File: src/rtl/fix_pkg.sv
// Shared constants and types for the FIX MsgType classifier: message classes,
// error codes, FSM states and the per-message result record.
package fix_pkg;

  typedef logic [3:0] msg_type_t;

  localparam msg_type_t TYPE_UNKNOWN    = 4'd0;
  localparam msg_type_t TYPE_LOGON      = 4'd1;
  localparam msg_type_t TYPE_HEARTBEAT  = 4'd2;
  localparam msg_type_t TYPE_TEST_REQ   = 4'd3;
  localparam msg_type_t TYPE_RESEND_REQ = 4'd4;
  localparam msg_type_t TYPE_REJECT     = 4'd5;
  localparam msg_type_t TYPE_SEQ_RESET  = 4'd6;
  localparam msg_type_t TYPE_LOGOUT     = 4'd7;
  localparam msg_type_t TYPE_BUSINESS   = 4'd8;

  typedef logic [1:0] err_code_t;

  localparam err_code_t ERR_NONE      = 2'd0;
  localparam err_code_t ERR_MISSING   = 2'd1;
  localparam err_code_t ERR_TIMEOUT   = 2'd2;
  localparam err_code_t ERR_DUPLICATE = 2'd3;

  typedef enum logic [1:0] {
    ST_IDLE       = 2'd0,
    ST_WAIT_VALUE = 2'd1,
    ST_WAIT_CHK   = 2'd2
  } state_t;

  typedef struct packed {
    logic      done;
    logic      valid;
    err_code_t err;
    msg_type_t mtype;
  } result_t;

  // Error terminations always report an invalid message of unknown class.
  function automatic result_t error_result(input err_code_t code);
    result_t r;
    r      = '0;
    r.done = 1'b1;
    r.err  = code;
    return r;
  endfunction

endpackage

File: src/rtl/fix_msgtype_classifier_if.sv
// Field-stream / checksum inputs and per-message result outputs of the classifier.
interface fix_msgtype_classifier_if #(
  parameter int unsigned VALUE_WIDTH = 256,
  parameter int unsigned CNT_WIDTH   = 16
);
  logic                   t_valid_i;
  logic [31:0]            tag_i;
  logic                   v_valid_i;
  logic [VALUE_WIDTH-1:0] value_i;
  logic                   chk_done_i;
  logic                   chk_ok_i;

  logic [3:0]             type_o;
  logic                   done_o;
  logic                   valid_o;
  logic [1:0]             err_o;
  logic [CNT_WIDTH-1:0]   msg_cnt_o;
  logic [CNT_WIDTH-1:0]   err_cnt_o;

  modport master (
    output t_valid_i, tag_i, v_valid_i, value_i, chk_done_i, chk_ok_i,
    input  type_o, done_o, valid_o, err_o, msg_cnt_o, err_cnt_o
  );

  modport slave (
    input  t_valid_i, tag_i, v_valid_i, value_i, chk_done_i, chk_ok_i,
    output type_o, done_o, valid_o, err_o, msg_cnt_o, err_cnt_o
  );
endinterface

File: src/rtl/fix_msgtype_decode.sv
// Maps a right-aligned ASCII MsgType value to its message class.
module fix_msgtype_decode
  import fix_pkg::*;
#(
  parameter int unsigned VALUE_WIDTH = 256
) (
  input  logic [VALUE_WIDTH-1:0] value,
  output msg_type_t              msg_type
);

  logic single_c;

  assign single_c = (value[VALUE_WIDTH-1:8] == '0);

  always_comb begin
    msg_type = TYPE_BUSINESS;
    if (value == '0) begin
      msg_type = TYPE_UNKNOWN;
    end else if (single_c) begin
      case (value[7:0])
        8'h30:   msg_type = TYPE_HEARTBEAT;
        8'h31:   msg_type = TYPE_TEST_REQ;
        8'h32:   msg_type = TYPE_RESEND_REQ;
        8'h33:   msg_type = TYPE_REJECT;
        8'h34:   msg_type = TYPE_SEQ_RESET;
        8'h35:   msg_type = TYPE_LOGOUT;
        8'h41:   msg_type = TYPE_LOGON;
        default: msg_type = TYPE_BUSINESS;
      endcase
    end
  end

endmodule

File: src/rtl/fix_msgtype_classifier.sv
// Tracks one FIX message at a time: captures the MsgType field, waits for the
// checksum verdict and emits a one-cycle classified result with statistics.
module fix_msgtype_classifier
  import fix_pkg::*;
#(
  parameter int unsigned VALUE_WIDTH    = 256,
  parameter logic [31:0] MSGTYPE_TAG    = 32'h0000_3335,
  parameter int unsigned TIMEOUT_CYCLES = 4096,
  parameter int unsigned CNT_WIDTH      = 16
) (
  input logic                     clk,
  input logic                     rst,
  fix_msgtype_classifier_if.slave bus
);

  localparam int unsigned          TMO_WIDTH = $clog2(TIMEOUT_CYCLES + 1);
  localparam logic [TMO_WIDTH-1:0] TMO_LAST  = TMO_WIDTH'(TIMEOUT_CYCLES - 1);
  localparam logic [CNT_WIDTH-1:0] CNT_MAX   = '1;

  state_t               state;
  logic [TMO_WIDTH-1:0] tmo_cnt;
  logic                 dup;
  msg_type_t            ltype;
  result_t              res;
  logic [CNT_WIDTH-1:0] msg_cnt;
  logic [CNT_WIDTH-1:0] err_cnt;

  msg_type_t dec_type_c;
  result_t   emit_c;
  logic      tag_hit_c;
  logic      field_c;
  logic      timeout_c;

  fix_msgtype_decode #(.VALUE_WIDTH(VALUE_WIDTH)) u_decode (
    .value    (bus.value_i),
    .msg_type (dec_type_c)
  );

  assign tag_hit_c = bus.t_valid_i && (bus.tag_i == MSGTYPE_TAG);
  assign field_c   = bus.t_valid_i || bus.v_valid_i;
  // A cycle carrying any field is not idle, so it can never time out.
  assign timeout_c = !field_c && (tmo_cnt == TMO_LAST);

  // Result to present next cycle; checksum completion beats a timeout.
  always_comb begin
    emit_c = '0;
    case (state)
      ST_IDLE: begin
        if (bus.chk_done_i) emit_c = error_result(ERR_MISSING);
      end
      ST_WAIT_VALUE: begin
        if (bus.chk_done_i)  emit_c = error_result(ERR_MISSING);
        else if (timeout_c)  emit_c = error_result(ERR_TIMEOUT);
      end
      ST_WAIT_CHK: begin
        if (bus.chk_done_i) begin
          emit_c.done  = 1'b1;
          emit_c.mtype = ltype;
          emit_c.valid = bus.chk_ok_i && !dup && (ltype != TYPE_UNKNOWN);
          emit_c.err   = dup ? ERR_DUPLICATE : ERR_NONE;
        end else if (timeout_c) begin
          emit_c = error_result(ERR_TIMEOUT);
        end
      end
      default: emit_c = '0;
    endcase
  end

  always_ff @(posedge clk) begin
    if (rst) begin
      state   <= ST_IDLE;
      tmo_cnt <= '0;
      dup     <= 1'b0;
      ltype   <= TYPE_UNKNOWN;
      res     <= '0;
      msg_cnt <= '0;
      err_cnt <= '0;
    end else begin
      res <= emit_c;

      if (emit_c.done) begin
        if (msg_cnt != CNT_MAX) msg_cnt <= msg_cnt + CNT_WIDTH'(1);
        if ((emit_c.err != ERR_NONE || !emit_c.valid) && err_cnt != CNT_MAX)
          err_cnt <= err_cnt + CNT_WIDTH'(1);
      end

      case (state)
        ST_IDLE: begin
          tmo_cnt <= '0;
          dup     <= 1'b0;
          ltype   <= TYPE_UNKNOWN;
          if (!bus.chk_done_i && tag_hit_c) state <= ST_WAIT_VALUE;
        end
        ST_WAIT_VALUE: begin
          tmo_cnt <= field_c ? '0 : tmo_cnt + TMO_WIDTH'(1);
          if (emit_c.done) begin
            state   <= ST_IDLE;
            tmo_cnt <= '0;
          end else if (bus.v_valid_i) begin
            ltype <= dec_type_c;
            state <= ST_WAIT_CHK;
          end
        end
        ST_WAIT_CHK: begin
          tmo_cnt <= field_c ? '0 : tmo_cnt + TMO_WIDTH'(1);
          if (tag_hit_c) dup <= 1'b1;
          if (emit_c.done) begin
            state   <= ST_IDLE;
            tmo_cnt <= '0;
            dup     <= 1'b0;
            ltype   <= TYPE_UNKNOWN;
          end
        end
        default: state <= ST_IDLE;
      endcase
    end
  end

  assign bus.done_o    = res.done;
  assign bus.valid_o   = res.valid;
  assign bus.err_o     = res.err;
  assign bus.type_o    = res.mtype;
  assign bus.msg_cnt_o = msg_cnt;
  assign bus.err_cnt_o = err_cnt;

endmodule

File: src/flat_wrapper.sv
// flat-port wrapper written by rule: the top's interface ports become plain ports
module fix_msgtype_classifier_flat import fix_pkg::*;
#(
  parameter int unsigned VALUE_WIDTH    = 256,
  parameter logic [31:0] MSGTYPE_TAG    = 32'h0000_3335,
  parameter int unsigned TIMEOUT_CYCLES = 4096,
  parameter int unsigned CNT_WIDTH      = 16
)
  (clk, rst, bus_t_valid_i, bus_tag_i, bus_v_valid_i, bus_value_i, bus_chk_done_i, bus_chk_ok_i, bus_type_o, bus_done_o, bus_valid_o, bus_err_o, bus_msg_cnt_o, bus_err_cnt_o);
  fix_msgtype_classifier_if #(.VALUE_WIDTH(VALUE_WIDTH), .CNT_WIDTH(CNT_WIDTH)) bus_i ();
  input logic clk;
  input logic rst;
  input wire logic [$bits(bus_i.t_valid_i)-1:0] bus_t_valid_i;
  input wire logic [$bits(bus_i.tag_i)-1:0] bus_tag_i;
  input wire logic [$bits(bus_i.v_valid_i)-1:0] bus_v_valid_i;
  input wire logic [$bits(bus_i.value_i)-1:0] bus_value_i;
  input wire logic [$bits(bus_i.chk_done_i)-1:0] bus_chk_done_i;
  input wire logic [$bits(bus_i.chk_ok_i)-1:0] bus_chk_ok_i;
  output wire logic [$bits(bus_i.type_o)-1:0] bus_type_o;
  output wire logic [$bits(bus_i.done_o)-1:0] bus_done_o;
  output wire logic [$bits(bus_i.valid_o)-1:0] bus_valid_o;
  output wire logic [$bits(bus_i.err_o)-1:0] bus_err_o;
  output wire logic [$bits(bus_i.msg_cnt_o)-1:0] bus_msg_cnt_o;
  output wire logic [$bits(bus_i.err_cnt_o)-1:0] bus_err_cnt_o;
  assign bus_i.t_valid_i = bus_t_valid_i;
  assign bus_i.tag_i = bus_tag_i;
  assign bus_i.v_valid_i = bus_v_valid_i;
  assign bus_i.value_i = bus_value_i;
  assign bus_i.chk_done_i = bus_chk_done_i;
  assign bus_i.chk_ok_i = bus_chk_ok_i;
  assign bus_type_o = bus_i.type_o;
  assign bus_done_o = bus_i.done_o;
  assign bus_valid_o = bus_i.valid_o;
  assign bus_err_o = bus_i.err_o;
  assign bus_msg_cnt_o = bus_i.msg_cnt_o;
  assign bus_err_cnt_o = bus_i.err_cnt_o;
  fix_msgtype_classifier #(.VALUE_WIDTH(VALUE_WIDTH), .MSGTYPE_TAG(MSGTYPE_TAG), .TIMEOUT_CYCLES(TIMEOUT_CYCLES), .CNT_WIDTH(CNT_WIDTH)) u_core (.clk(clk), .rst(rst), .bus(bus_i));
endmodule
File: config.mk
export PLATFORM = sky130hd
export DESIGN_NAME = fix_msgtype_classifier_flat
export DESIGN_NICKNAME = d
export VERILOG_FILES = /design/src/rtl/fix_pkg.sv /design/src/rtl/fix_msgtype_classifier_if.sv /design/src/rtl/fix_msgtype_decode.sv /design/src/rtl/fix_msgtype_classifier.sv /design/src/flat_wrapper.sv
export SDC_FILE = /design/constraint.sdc
export NUM_CORES = 1
export LEC_CHECK = 0
export BUFFER_PORTS_ARGS = -buffer_cell sky130_fd_sc_hd__buf_2
export CORE_AREA = 2 2 129 131
export CTS_CLUSTER_DIAMETER = 30
export DETAILED_ROUTE_END_ITERATION = 8
export DIE_AREA = 0 0 131 133
export SLEW_MARGIN = 30
export SYNTH_ARGS = -nofsm -noshare
export SYNTH_HDL_FRONTEND = slang
export SYNTH_SLANG_ARGS = --single-unit
File: constraint.sdc
create_clock -name clk -period 3.7 [get_ports clk]
set_input_delay 0.74 -clock clk [delete_from_list [all_inputs] [get_ports clk]]
set_output_delay 0.74 -clock clk [all_outputs]
set_load 0.01 [all_outputs]
=== Yosys cells after proc, flatten, opt, wreduce, memory -nomap -nowiden ===
Cells that the tools add are included.

* $add $sub $neg: 3
* Mux-type cells: 24
* Equality and inequality tests: 19
* Reductions and logical operators: 26

{| class="wikitable"
|+ Operators by type and width
! kind !! number
|-
| $logic_not A256 Y1 || 1
|-
| $logic_not A248 Y1 || 1
|-
| $eq A8 B6 Y1 const B || 6
|-
| $add A16 B1 Y16 const B || 2
|-
| $eq A32 B14 Y1 const B || 1
|-
| $mux W8 || 4
|-
| $ne A16 B16 Y1 const B || 2
|-
| $pmux W4 S7 || 1
|-
| $mux W13 || 2
|-
| $pmux W13 S2 || 1
|-
| $pmux W8 S3 || 1
|-
| $mux W4 || 5
|-
| $add A13 B1 Y13 const B || 1
|-
| $eq A13 B12 Y1 const B || 1
|-
| $pmux W4 S3 || 1
|-
| $mux W2 || 5
|-
| $eq A8 B7 Y1 const B || 1
|-
| $logic_and A1 B1 Y1 || 6
|-
| $pmux W2 S3 || 1
|-
| $reduce_and A2 Y1 || 3
|-
| $reduce_bool A2 Y1 || 3
|-
| $logic_not A1 Y1 || 4
|-
| $ne A2 B1 Y1 const B || 2
|-
| $ne A2 B2 Y1 const B || 2
|-
| other kinds (13) || 15
|}

* Input bits: 294
* Bits in registers: 60
* Output and inout bits: 40

=== Depth between registers and ports, before layout ===
Gate-level depths: netlist (run 1).

* Depth in word-level cells: 10
* Depth in mapped cells: 8
* Gate-level depth less buffers: 7

=== Modules after synthesis ===
Synthesis (run 1) repeated with hierarchy kept, for this count alone.

* Cell total of the unflattened synthesis: 445
* Area, all modules: 3674.8 um^2

{| class="wikitable"
|+ By module, submodules not included
! module !! instances !! area each (um^2) !! cells each
|-
| fix_msgtype_classifier || 1 || 3046.7 || 349
|-
| fix_msgtype_decode || 1 || 628.1 || 96
|}

=== Worst setup path before layout (run 1) ===
OpenSTA, ideal clock, no wires.

* Kind: input to register
* Start point: input port bus_t_valid_i
* End point: register u_core.msg_cnt[15], in the netlist u_core.bus.msg_cnt_o[15]
* Buffers on the path: 1
* Stages: 6
* Library setup time: 121 ps
* Required time: 3579 ps
* Path slack: 1451 ps
* Arrival: 2128 ps
* Cells stage by stage: nor4b_2 and4_4 o211ai_4 buf_6 nor4_1 mux2_2

* Cells in the longest elaborated chain, start to end: 7
* Elaborated cells on any way between the ends: 8
* Those cells by class: mux: 4; reduce/logical: 4

{| class="wikitable"
|+ RTL lines
! what !! line !! source
|-
| start, declared || flat_wrapper.sv:13 || <nowiki>input wire logic [$bits(bus_i.t_valid_i)-1:0] bus_t_valid_i;</nowiki>
|-
| $logic_or A1 B1 Y1 (*) || fix_msgtype_classifier.sv:40 || <nowiki>assign field_c = bus.t_valid_i || bus.v_valid_i;</nowiki>
|-
| $logic_not A1 Y1 (*) || fix_msgtype_classifier.sv:42 || <nowiki>assign timeout_c = !field_c && (tmo_cnt == TMO_LAST);</nowiki>
|-
| $logic_and A1 B1 Y1 (*) || fix_msgtype_classifier.sv:42 ||
|-
| $mux W8 (*) || fix_msgtype_classifier.sv:53, fix_msgtype_classifier.sv:61 ||
|-
| $mux W8, on equally long branches || fix_msgtype_classifier.sv:56, fix_msgtype_classifier.sv:52 ||
|-
| $pmux W8 S3 (*) || fix_msgtype_classifier.sv:47 || <nowiki>case (state)</nowiki>
|-
| $reduce_and A2 Y1 (no source line) (*) || - ||
|-
| end signal, assigned || fix_msgtype_classifier.sv:82 || <nowiki>if (msg_cnt != CNT_MAX) msg_cnt <= msg_cnt + CNT_WIDTH'(1);</nowiki>
|-
| end, declared || fix_msgtype_classifier.sv:25 || <nowiki>logic [CNT_WIDTH-1:0] msg_cnt;</nowiki>
|}

Mark *: on every way between the ends. The rest lies on a longest branch, timed or not.
A chain may end at the register's enable or synchronous reset.

=== Final worst setup path (run 1) ===
* Start point: input port bus_value_i[105]
* End point: register u_core.ltype[3]

* Cells in the longest elaborated chain, start to end: 6
* Elaborated cells on any way between the ends: 7
* Those cells by class: mux: 5; reduce/logical: 2

{| class="wikitable"
|+ RTL lines
! what !! line !! source
|-
| start, declared || flat_wrapper.sv:16 || <nowiki>input wire logic [$bits(bus_i.value_i)-1:0] bus_value_i;</nowiki>
|-
| $logic_not A248 Y1 || fix_msgtype_decode.sv:13 || <nowiki>assign single_c = (value[VALUE_WIDTH-1:8] == '0);</nowiki>
|-
| $mux W4 || fix_msgtype_decode.sv:19 || <nowiki>end else if (single_c) begin</nowiki>
|-
| $mux W4 (*) || fix_msgtype_decode.sv:17 || <nowiki>if (value == '0) begin</nowiki>
|-
| $mux W4 (*) || fix_msgtype_classifier.sv:99 || <nowiki>end else if (bus.v_valid_i) begin</nowiki>
|-
| $mux W4 (*) || fix_msgtype_classifier.sv:96 || <nowiki>if (emit_c.done) begin</nowiki>
|-
| $pmux W4 S3 (*) || fix_msgtype_classifier.sv:87 || <nowiki>case (state)</nowiki>
|-
| end signal, assigned || fix_msgtype_classifier.sv:100 || <nowiki>ltype <= dec_type_c;</nowiki>
|-
| end, declared || fix_msgtype_classifier.sv:23 || <nowiki>msg_type_t ltype;</nowiki>
|}

Mark *: on every way between the ends. The rest lies on a longest branch, timed or not. The select of a mux whose other input is x is not followed.

==> flow_metrics.env, run 1 <==
export IMPL_num_vias=5164
export IMPL_use_met3_pct=6.03
export IMPL_postRouteAntennaNets=0
export IMPL_die_h_microns=133
export IMPL_leakagePower_nw=2.69
export IMPL_crit_required_ns=3.92
export IMPL_syn_inst=461
export IMPL_cts_buffer_depth=2
export IMPL_drv_slew=0
export IMPL_grtUsageTotal_pct=21.5
export IMPL_io_pins=334
export IMPL_startpoint_type="primary input"
export IMPL_cap_violations=0
export IMPL_hold_violations=0
export IMPL_initial_core_util_pct=23.3
export IMPL_synth_edf_count=0
export IMPL_worst_pin_slew_ns=0.927
export IMPL_dp_hpwl_mm=16.5
export IMPL_yosys_warnings=0
export IMPL_worstSkewPairLatency_ns=0.34
export IMPL_fin_skew_ns=0.0103
export IMPL_status="completed"
export IMPL_use_met2_pct=32.0
export IMPL_critical_path_class="in2reg"
export IMPL_setup_violations=0
export IMPL_synth_area_per_cell_sq_um=8.18
export IMPL_ctsHtreeMaxLevel=3
export IMPL_pre_cts_ws_ns=0.758
export IMPL_grt_max_degree=42
export IMPL_initialDrtViolationCount=387
export IMPL_critical_path_max_stage_delay_ns=0.53
export IMPL_core_area_sq_um=16200
export IMPL_synth_flop_cell="dfxtp_1"
export IMPL_met1_usage_pct=30.8
export IMPL_cts_tree="done"
export IMPL_worstPathCellList="buf_2, nor4_1, buf_4, nand4_1, nor4_1, nand4_1, a21bo_2"
export IMPL_regArea_sq_um=1200
export IMPL_hold_path_class="reg2reg"
export IMPL_multi_input_area_sq_um=2420
export IMPL_busiest_layer="met2"
export IMPL_syn_nets=762
export IMPL_max_clock_freq_mhz=391
export IMPL_drive_gt1_share_pct=46.8
export IMPL_syn_area_sq_um=3770
export IMPL_cp_arrival_ns=2.78
export IMPL_crit_fanout=4
export IMPL_period_share_pct=69.1
export IMPL_finalSetupTns_ns=0
export IMPL_rsz0062_at_grt="no"
export IMPL_num_rows=47
export IMPL_fin_nets=1098
export IMPL_grt_pass1_vias=4720
export IMPL_clk_pin_slew_worst_paths_ns=0.06
export IMPL_post_cts_buffers=0
export IMPL_viasPerCell=5.05
export IMPL_period_minus_slack_ns=2.56
export IMPL_wirelength_mm=19.4
export IMPL_synth_async_reset_ratio_pct=0
export IMPL_power_density_nw_per_um2=291
export IMPL_die_w_microns=131
export IMPL_grt_overflow=0
export IMPL_dr_pass1_iters=5
export IMPL_cts_hold_fix_buffers=0
export IMPL_area_growth_pct=59.5
export IMPL_power_mw=1.75
export IMPL_ys_seq_area_share_pct=31.9
export IMPL_crit_slowest_cell="nor4_1"
export IMPL_peakVddDrop_uv=192
export IMPL_nFillCells=1680
export IMPL_die_area_sq_um=17400
export IMPL_ys_types=54
export IMPL_worst_slack_ns=1.14
export IMPL_place_congestion=0.935
export IMPL_ys_ff_latch=60
export IMPL_wl_per_cell_microns=19.0
export IMPL_drc=0
export IMPL_cp_end_kind="flip-flop"
export IMPL_io_buffers=333
export IMPL_ctsRootBufferMaster="clkbuf_16"
export IMPL_slew_headroom_pct=38.0
export IMPL_cts_resized=0
export IMPL_cts_sinks=60
export IMPL_antenna_found_initial=4
export IMPL_cts_inserted_buffers=9
export IMPL_grt_pass1_wl_mm=27.6
==> metal layers <==
metal | wire [microns] | up-vias | share of wire (%)
met5 | 27 | - | 0.14
met4 | 229 | 4 | 1.2
met3 | 1780 | 20 | 9.2
met2 | 8080 | 275 | 42
met1 | 9290 | 2321 | 48
li1 | - | 2544 | -
==> sequential cells by signal (all words and copies together), names as in the netlist <==
name / count
u_core.bus.err_cnt_o: 16
u_core.bus.type_o: 4
u_core.ltype: 4
u_core.bus.done_o: 1
u_core.bus.msg_cnt_o: 16
u_core.bus.valid_o: 1
u_core.dup: 1
u_core.bus.err_o: 2
u_core.state: 2
u_core.tmo_cnt: 13
==> power breakdown <==
part	internal [mW]	switching (mW)	leakage, nW	total [mW]
registers	0.650	0.00379	0.484	0.653
logic	0.134	0.109	2.06	0.243
clock network	0.524	0.329	0.142	0.853
total	1.31	0.441	2.69	1.75
==> critical path: cells and delay by family <==
family,cells,cell delay [ns]
buffers and inverters,2,0.31
and+or+nand+nor,4,1.46
AOI/OAI and AO/OA,1,0.26
==> per-stage QoR <==
step	instances	util [%]	area [sq um]	hold WS, ns
after CTS	1021	37.0	5980	0.481
final	1023	37.2	6010	0.481
after floorplan	461	-	3770	0.439
after global routing	1023	37.2	6010	0.515
after detailed placement	1005	35.1	5680	0.473
after global placement	1005	35.1	5680	0.474
==> cells in the final DEF (no fill, tap or decap), drive strengths merged, types with 4 or more instances in the layout <==
cell / n
buf: 343
nor4: 78
dfxtp: 60
nand3: 29
nor2: 26
nand4: 25
a21oi: 25
nand2: 23
or4: 18
o31ai: 17
inv: 16
o21ai: 15
and3: 12
nor2b: 10
clkbuf: 9
mux2: 8
a22o: 7
ha: 7
or3: 6
nor3: 6
nor4b: 6
nand3b: 5
and4: 5
a21o: 4
==> logic make-up (layout without fill, tap and decap cells) <==
family	count (synthesis)	in the layout	share of synthesized area (%)
simple gates	255	255	40.4
fa+ha+maj	7	7	2.32
other cells	0	1	0
mux	10	10	2.92
xor+xnor	6	6	1.39
compound gates	90	90	17.1
flops	60	60	31.9
buf+inv	33	374	4.05
==> synth_stat cells (all sizes together), types with 8 or more instances <==
library cell,n,share of area [%]
inv,15,1.5
nor4,78,13
or4,18,3.7
nand2,23,2.3
dfxtp,60,32
nand3,29,3.9
a21oi,25,3.3
nor2,26,2.6
nor2b,10,1.7
mux2,8,2.4
and3,12,2.0
clkbuf,12,1.2
nand4,25,4.1
o31ai,17,3.4
o21ai,15,2.0
==> final timing paths <==
check	slack, ns	endpoint	startpoint	cells past startpoint
setup / recovery	1.14	u_core.ltype[3]	bus_value_i[105]	7
hold / removal	0.48	u_core.tmo_cnt[11]	u_core.tmo_cnt[11]	1
setup reg to reg	1.22	u_core.tmo_cnt[2]	u_core.state[0]	5
hold reg to reg	0.48	u_core.tmo_cnt[11]	u_core.tmo_cnt[11]	1
==> final cells by class <==
cell class,count,share of cell area [%]
multi-input combinational,368,40.2
clock buffer,9,3.74
antenna,1,0.0416
clock inverter,7,1.27
timing repair buffer,343,29.3
sequential,60,20.0
tap,220,4.58
inverter,15,0.936
Power figures use the tool's default switching activity.
==> run 2: changes to the inputs <==
CORE_AREA = 2 2 130 132   (was 2 2 129 131)
DIE_AREA = 0 0 132 134   (was 0 0 131 133)
clock period = 2.6 ns   (was 3.7 ns; I/O delays follow)
==> flow_metrics.env, run 2 (same netlist as run 1, synthesis figures left out) <==
export IMPL_min_to="u_core.ltype[1]"
export IMPL_max_clock_freq_mhz=432
export IMPL_hold_start="u_core.ltype[1]"
export IMPL_r2r_slack_ns=0.29
export IMPL_crit_required_ns=2.86
export IMPL_ctsRootBufferMaster="clkbuf_16"
export IMPL_io_buffers=333
export IMPL_num_vias=5182
export IMPL_drv_slew=0
export IMPL_crit_fanout=34
export IMPL_worstSkewPairLatency_ns=0.34
export IMPL_drive_gt1_share_pct=47.6
export IMPL_cap_violations=0
export IMPL_crit_family="simple AND/OR/NAND/NOR gates"
export IMPL_viasPerCell=4.99
export IMPL_initial_core_util_pct=23.1
export IMPL_postRouteAntennaNets=0
export IMPL_io_pins=334
export IMPL_place_congestion=0.942
export IMPL_cp_num_buf_inv=1
export IMPL_grtUsageTotal_pct=20.5
export IMPL_grt_overflow=0
export IMPL_status="completed"
export IMPL_rr_endpoint="u_core.bus.msg_cnt_o[3]"
export IMPL_cp_end_kind="flip-flop"
export IMPL_die_w_microns=132
export IMPL_cts_tree="done"
export IMPL_cts_resized=0
export IMPL_dr_pass1_iters=4
export IMPL_grt_pass1_vias=4758
export IMPL_regArea_sq_um=1200
export IMPL_critical_path_class="reg2reg"
export IMPL_cts_buffer_depth=2
export IMPL_die_h_microns=134
export IMPL_fin_skew_ns=0.00785
export IMPL_hold_violations=0
export IMPL_r2r_cells=7
export IMPL_ctsHtreeMaxLevel=3
export IMPL_period_share_pct=89.0
export IMPL_clk_pin_slew_worst_paths_ns=0.05
export IMPL_clkPwrFrac_pct=51.0
export IMPL_multi_input_area_sq_um=2420
export IMPL_mostFrequentLayoutCell="buf_2"
export IMPL_leakagePower_nw=2.77
export IMPL_pwr_share_seq_pct=35.7
export IMPL_startpoint_type="flip-flop"
export IMPL_setup_violations=0
export IMPL_rsz0062_at_grt="no"
export IMPL_power_density_nw_per_um2=424
export IMPL_initialDrtViolationCount=383
export IMPL_critical_path_max_stage_delay_ns=0.50
export IMPL_reg2reg_from="u_core.tmo_cnt[1]"
export IMPL_power_share_switching_pct=22.9
export IMPL_wl_per_cell_microns=18.2
export IMPL_cts_sinks=60
export IMPL_layout_common_cells="buf_2, nor4_1, dfxtp_1"
export IMPL_wirelength_mm=18.9
export IMPL_fin_nets=1111
export IMPL_slew_headroom_pct=57.1
export IMPL_worst_slack_ns=0.286
export IMPL_holdPathStages=2
export IMPL_period_minus_slack_ns=2.31
export IMPL_p_int_mw=2.01
export IMPL_antenna_found_initial=7
export IMPL_hold_path_class="reg2reg"
export IMPL_core_area_sq_um=16300
export IMPL_drc=0
export IMPL_dp_hpwl_mm=16.1
export IMPL_nFillCells=1701
export IMPL_cp_num_cells=7
export IMPL_finalSetupTns_ns=0
export IMPL_crit_slowest_cell="or4_1"
export IMPL_worstPathCellList="ha_1, and3_2, and4_4, o211ai_4, buf_12, or4_1, a21oi_1"
export IMPL_combPwrFrac_pct=13.3
export IMPL_cp_arrival_ns=2.58
export IMPL_cts_hold_fix_buffers=0
export IMPL_die_area_sq_um=17700
export IMPL_area_growth_pct=63.0
export IMPL_cts_inserted_buffers=9
export IMPL_post_cts_buffers=0
export IMPL_pre_cts_ws_ns=0.188
export IMPL_switchingPower_mw=0.597
export IMPL_num_rows=47
export IMPL_peakVddDrop_uv=216
export IMPL_grt_max_degree=48
export IMPL_grt_pass1_wl_mm=27.2
export IMPL_worst_pin_slew_ns=0.641
-- run 2: routing by layer --
metal	track usage, %	vias to the layer above	part of all wire, %	wire [microns]
met5	0	-	0.12	23
met3	8.09	28	11	2130
met1	27.8	2280	46	8690
li1	-	2580	-	-
met2	29.1	290	40	7570
met4	8.03	4	2.5	480
-- run 2: per-stage QoR --
stage | hold WS (ns) | instance area [sq um] | util, % | instances | total power, mW
after floorplan | 0.439 | 3770 | - | 461 | 1.02
after global placement | 0.465 | 5790 | 35.6 | 1018 | 1.29
after detailed placement | 0.467 | 5790 | 35.6 | 1018 | 1.29
after global routing | 0.505 | 6140 | 37.7 | 1036 | 2.71
final | 0.476 | 6140 | 37.7 | 1038 | 2.61
after CTS | 0.479 | 6130 | 37.6 | 1034 | 2.64
-- run 2: how the worst max path moves through the flow --
stage	start	slack, ns	to
2_1_floorplan	u_core.state[0]	0.47	u_core.bus.err_cnt_o[6]
3_3_place_gp	bus_t_valid_i	0.24	u_core.bus.err_cnt_o[10]
3_5_place_dp	bus_value_i[66]	0.19	u_core.ltype[3]
4_1_cts	u_core.state[0]	0.24	u_core.tmo_cnt[2]
5_1_grt	u_core.state[0]	0.14	u_core.bus.err_cnt_o[12]
6_report	u_core.tmo_cnt[1]	0.29	u_core.bus.msg_cnt_o[3]
-- run 2: layout make-up --
| class | count | area share [%] |
|---|---|---|
| Clock buffer | 11 | 4.11 |
| Antenna cell | 3 | 0.122 |
| Tap cell | 220 | 4.48 |
| Clock inverter | 5 | 1.36 |
| Inverter | 15 | 0.916 |
| Sequential cell | 60 | 19.5 |
| Multi-Input combinational cell | 368 | 39.3 |
| Timing Repair Buffer | 356 | 30.1 |
-- run 2: worst register-to-register path, cell delays in order (launching register included) --
cell and delay [ns]:
dfxtp_1 0.38, ha_1 0.21, and3_2 0.26, and4_4 0.29, o211ai_4 0.21, buf_12 0.24
or4_1 0.50, a21oi_1 0.14
-- run 2: power groups by stage --
stage / Sequential, mW / Clock (mW) / Combinational (mW)
floorplan: 0.951 / 0 / 0.0699
global placement: 0.950 / 0 / 0.341
finish: 0.930 / 1.33 / 0.346
global route: 0.930 / 1.40 / 0.375
CTS: 0.930 / 1.37 / 0.344
detailed placement: 0.950 / 0 / 0.343
==> run 3: changes to the inputs <==
clock period = 2.45 ns   (was 2.6 ns; I/O delays follow)
==> flow_metrics.env, run 3 (same netlist as run 1, synthesis figures left out) <==
export IMPL_core_area_sq_um=16300
export IMPL_p_int_mw=1.97
export IMPL_die_h_microns=134
export IMPL_multi_input_area_sq_um=2430
export IMPL_fin_skew_ns=0.00426
export IMPL_place_congestion=0.912
export IMPL_grt_overflow=0
export IMPL_wl_per_cell_microns=18.2
export IMPL_combPwrFrac_pct=14.4
export IMPL_worstPathCellList="ha_1, and3_2, and4_4, o211ai_4, buf_4, or4_1, a21oi_1"
export IMPL_hold_violations=0
export IMPL_ctsRootBufferMaster="clkbuf_16"
export IMPL_critical_path_class="reg2reg"
export IMPL_grt_pass1_wl_mm=28.0
export IMPL_regArea_sq_um=1200
export IMPL_crit_fanout=19
export IMPL_slew_headroom_pct=42.7
export IMPL_dp_hpwl_mm=16.4
export IMPL_area_growth_pct=63.1
export IMPL_setup_violations=0
export IMPL_hold_path_class="in2reg"
export IMPL_die_w_microns=132
export IMPL_cts_tree="done"
export IMPL_status="completed"
export IMPL_cts_sinks=60
export IMPL_worstSkewPairLatency_ns=0.33
export IMPL_peakVddDrop_uv=271
export IMPL_cp_end_kind="flip-flop"
export IMPL_initial_core_util_pct=23.1
export IMPL_io_pins=334
export IMPL_mostFrequentLayoutCell="buf_2"
export IMPL_grt_pass1_vias=4937
export IMPL_cap_violations=0
export IMPL_num_vias=5210
export IMPL_clkPwrFrac_pct=47.5
export IMPL_clk_pin_slew_worst_paths_ns=0.05
export IMPL_startpoint_type="flip-flop"
export IMPL_drive_gt1_share_pct=48.2
export IMPL_drc=0
export IMPL_period_minus_slack_ns=2.29
export IMPL_critical_path_max_stage_delay_ns=0.51
export IMPL_die_area_sq_um=17700
export IMPL_cts_inserted_buffers=9
export IMPL_layout_common_cells="buf_2, nor4_1, dfxtp_1"
export IMPL_worst_pin_slew_ns=0.851
export IMPL_leakagePower_nw=2.78
export IMPL_max_clock_freq_mhz=436
export IMPL_switchingPower_mw=0.618
export IMPL_dr_pass1_iters=5
export IMPL_cts_hold_fix_buffers=0
export IMPL_viasPerCell=5.00
export IMPL_power_share_switching_pct=23.8
export IMPL_rsz0062_at_grt="no"
export IMPL_drv_slew=0
export IMPL_pwr_share_seq_pct=38.1
export IMPL_cts_buffer_depth=2
export IMPL_postRouteAntennaNets=0
export IMPL_crit_slowest_cell="or4_1"
export IMPL_io_buffers=333
export IMPL_antenna_found_initial=4
export IMPL_fin_nets=1118
export IMPL_nFillCells=1702
export IMPL_power_density_nw_per_um2=422
export IMPL_power_mw=2.59
export IMPL_grt_max_degree=41
export IMPL_fin_hold_ws_ns=0.447
export IMPL_initialDrtViolationCount=367
export IMPL_cp_arrival_ns=2.55
export IMPL_crit_required_ns=2.71
export IMPL_period_share_pct=93.5
export IMPL_wirelength_mm=18.9
export IMPL_grtUsageTotal_pct=20.8
export IMPL_num_rows=47
export IMPL_ctsHtreeMaxLevel=3
run 3: changes by cell type in the layout (fill, tap and decap cells not counted), sizes merged:
cell / delta
buf: +7
clkbuf: -1
clkinv: +1
inv: +1
diode: -2
bufinv: -1
run 3: repair_timing:
item	CTS	global route
pin swaps	0	1
buffers inserted	0	2
hold endpoints to repair	0	0
endpoints found under the setup margin	4	11
resized for setup	1	1
run 3: area by class of cell:
type,instances,share of cell area (%)
inverters,15,0.916
clock buffers,10,3.72
clock inverters,6,1.04
diodes,1,0.0407
repair buffers,363,30.8
flip-flops and latches,60,19.5
well taps,220,4.48
multi-input cells,368,39.5
run 3: metrics by stage:
stage	TNS (ns)	worst slack, ns	instance area, sq um	util (%)	cells
after global routing	0	0.0177	6150	37.7	1042
after detailed placement	-1.56	-0.458	5830	35.8	1024
after floorplan	0	0.320	3770	-	461
final	0	0.159	6150	37.7	1043
after CTS	0	0.0423	6120	37.6	1040
after global placement	-1.43	-0.435	5830	35.8	1024
run 3: final timing paths:
| path | startpoint | endpoint | slack [ns] | cells past startpoint |
|---|---|---|---|---|
| worst max-delay path | u_core.tmo_cnt[1] | u_core.bus.err_cnt_o[12] | 0.16 | 7 |
| worst min-delay path | bus_value_i[0] | u_core.ltype[0] | 0.45 | 3 |
| worst max register to register | u_core.tmo_cnt[1] | u_core.bus.err_cnt_o[12] | 0.16 | 7 |
| worst min register to register | u_core.ltype[2] | u_core.ltype[2] | 0.48 | 2 |
run 3: power by group through the flow:
| stage | Combinational [mW] | Clock [mW] | Sequential, mW |
|---|---|---|---|
| after floorplan | 0.0742 | 0 | 1.01 |
| after global placement | 0.367 | 0 | 1.01 |
| after detailed placement | 0.369 | 0 | 1.01 |
| after CTS | 0.371 | 1.27 | 0.987 |
| after global routing | 0.406 | 1.30 | 0.987 |
| final | 0.373 | 1.23 | 0.987 |
run 3: metal layers:
| metal | up-vias | part of all wire, % | global-route usage (%) |
|---|---|---|---|
| met3 | 24 | 11 | 5.71 |
| met2 | 281 | 41 | 30.8 |
| met1 | 2324 | 46 | 29.8 |
| met5 | - | 0.18 | 0 |
| li1 | 2577 | - | - |
| met4 | 4 | 1.9 | 5.50 |
run 3: worst max-delay path: cells and delay by family, from the launching register on:
kind	cells	cell delay, ns
adders and majority gates	1	0.21
AOI/OAI and AO/OA	2	0.35
DFF	1	0.37
and+or+nand+nor	3	1.06
buffers and inverters	1	0.24
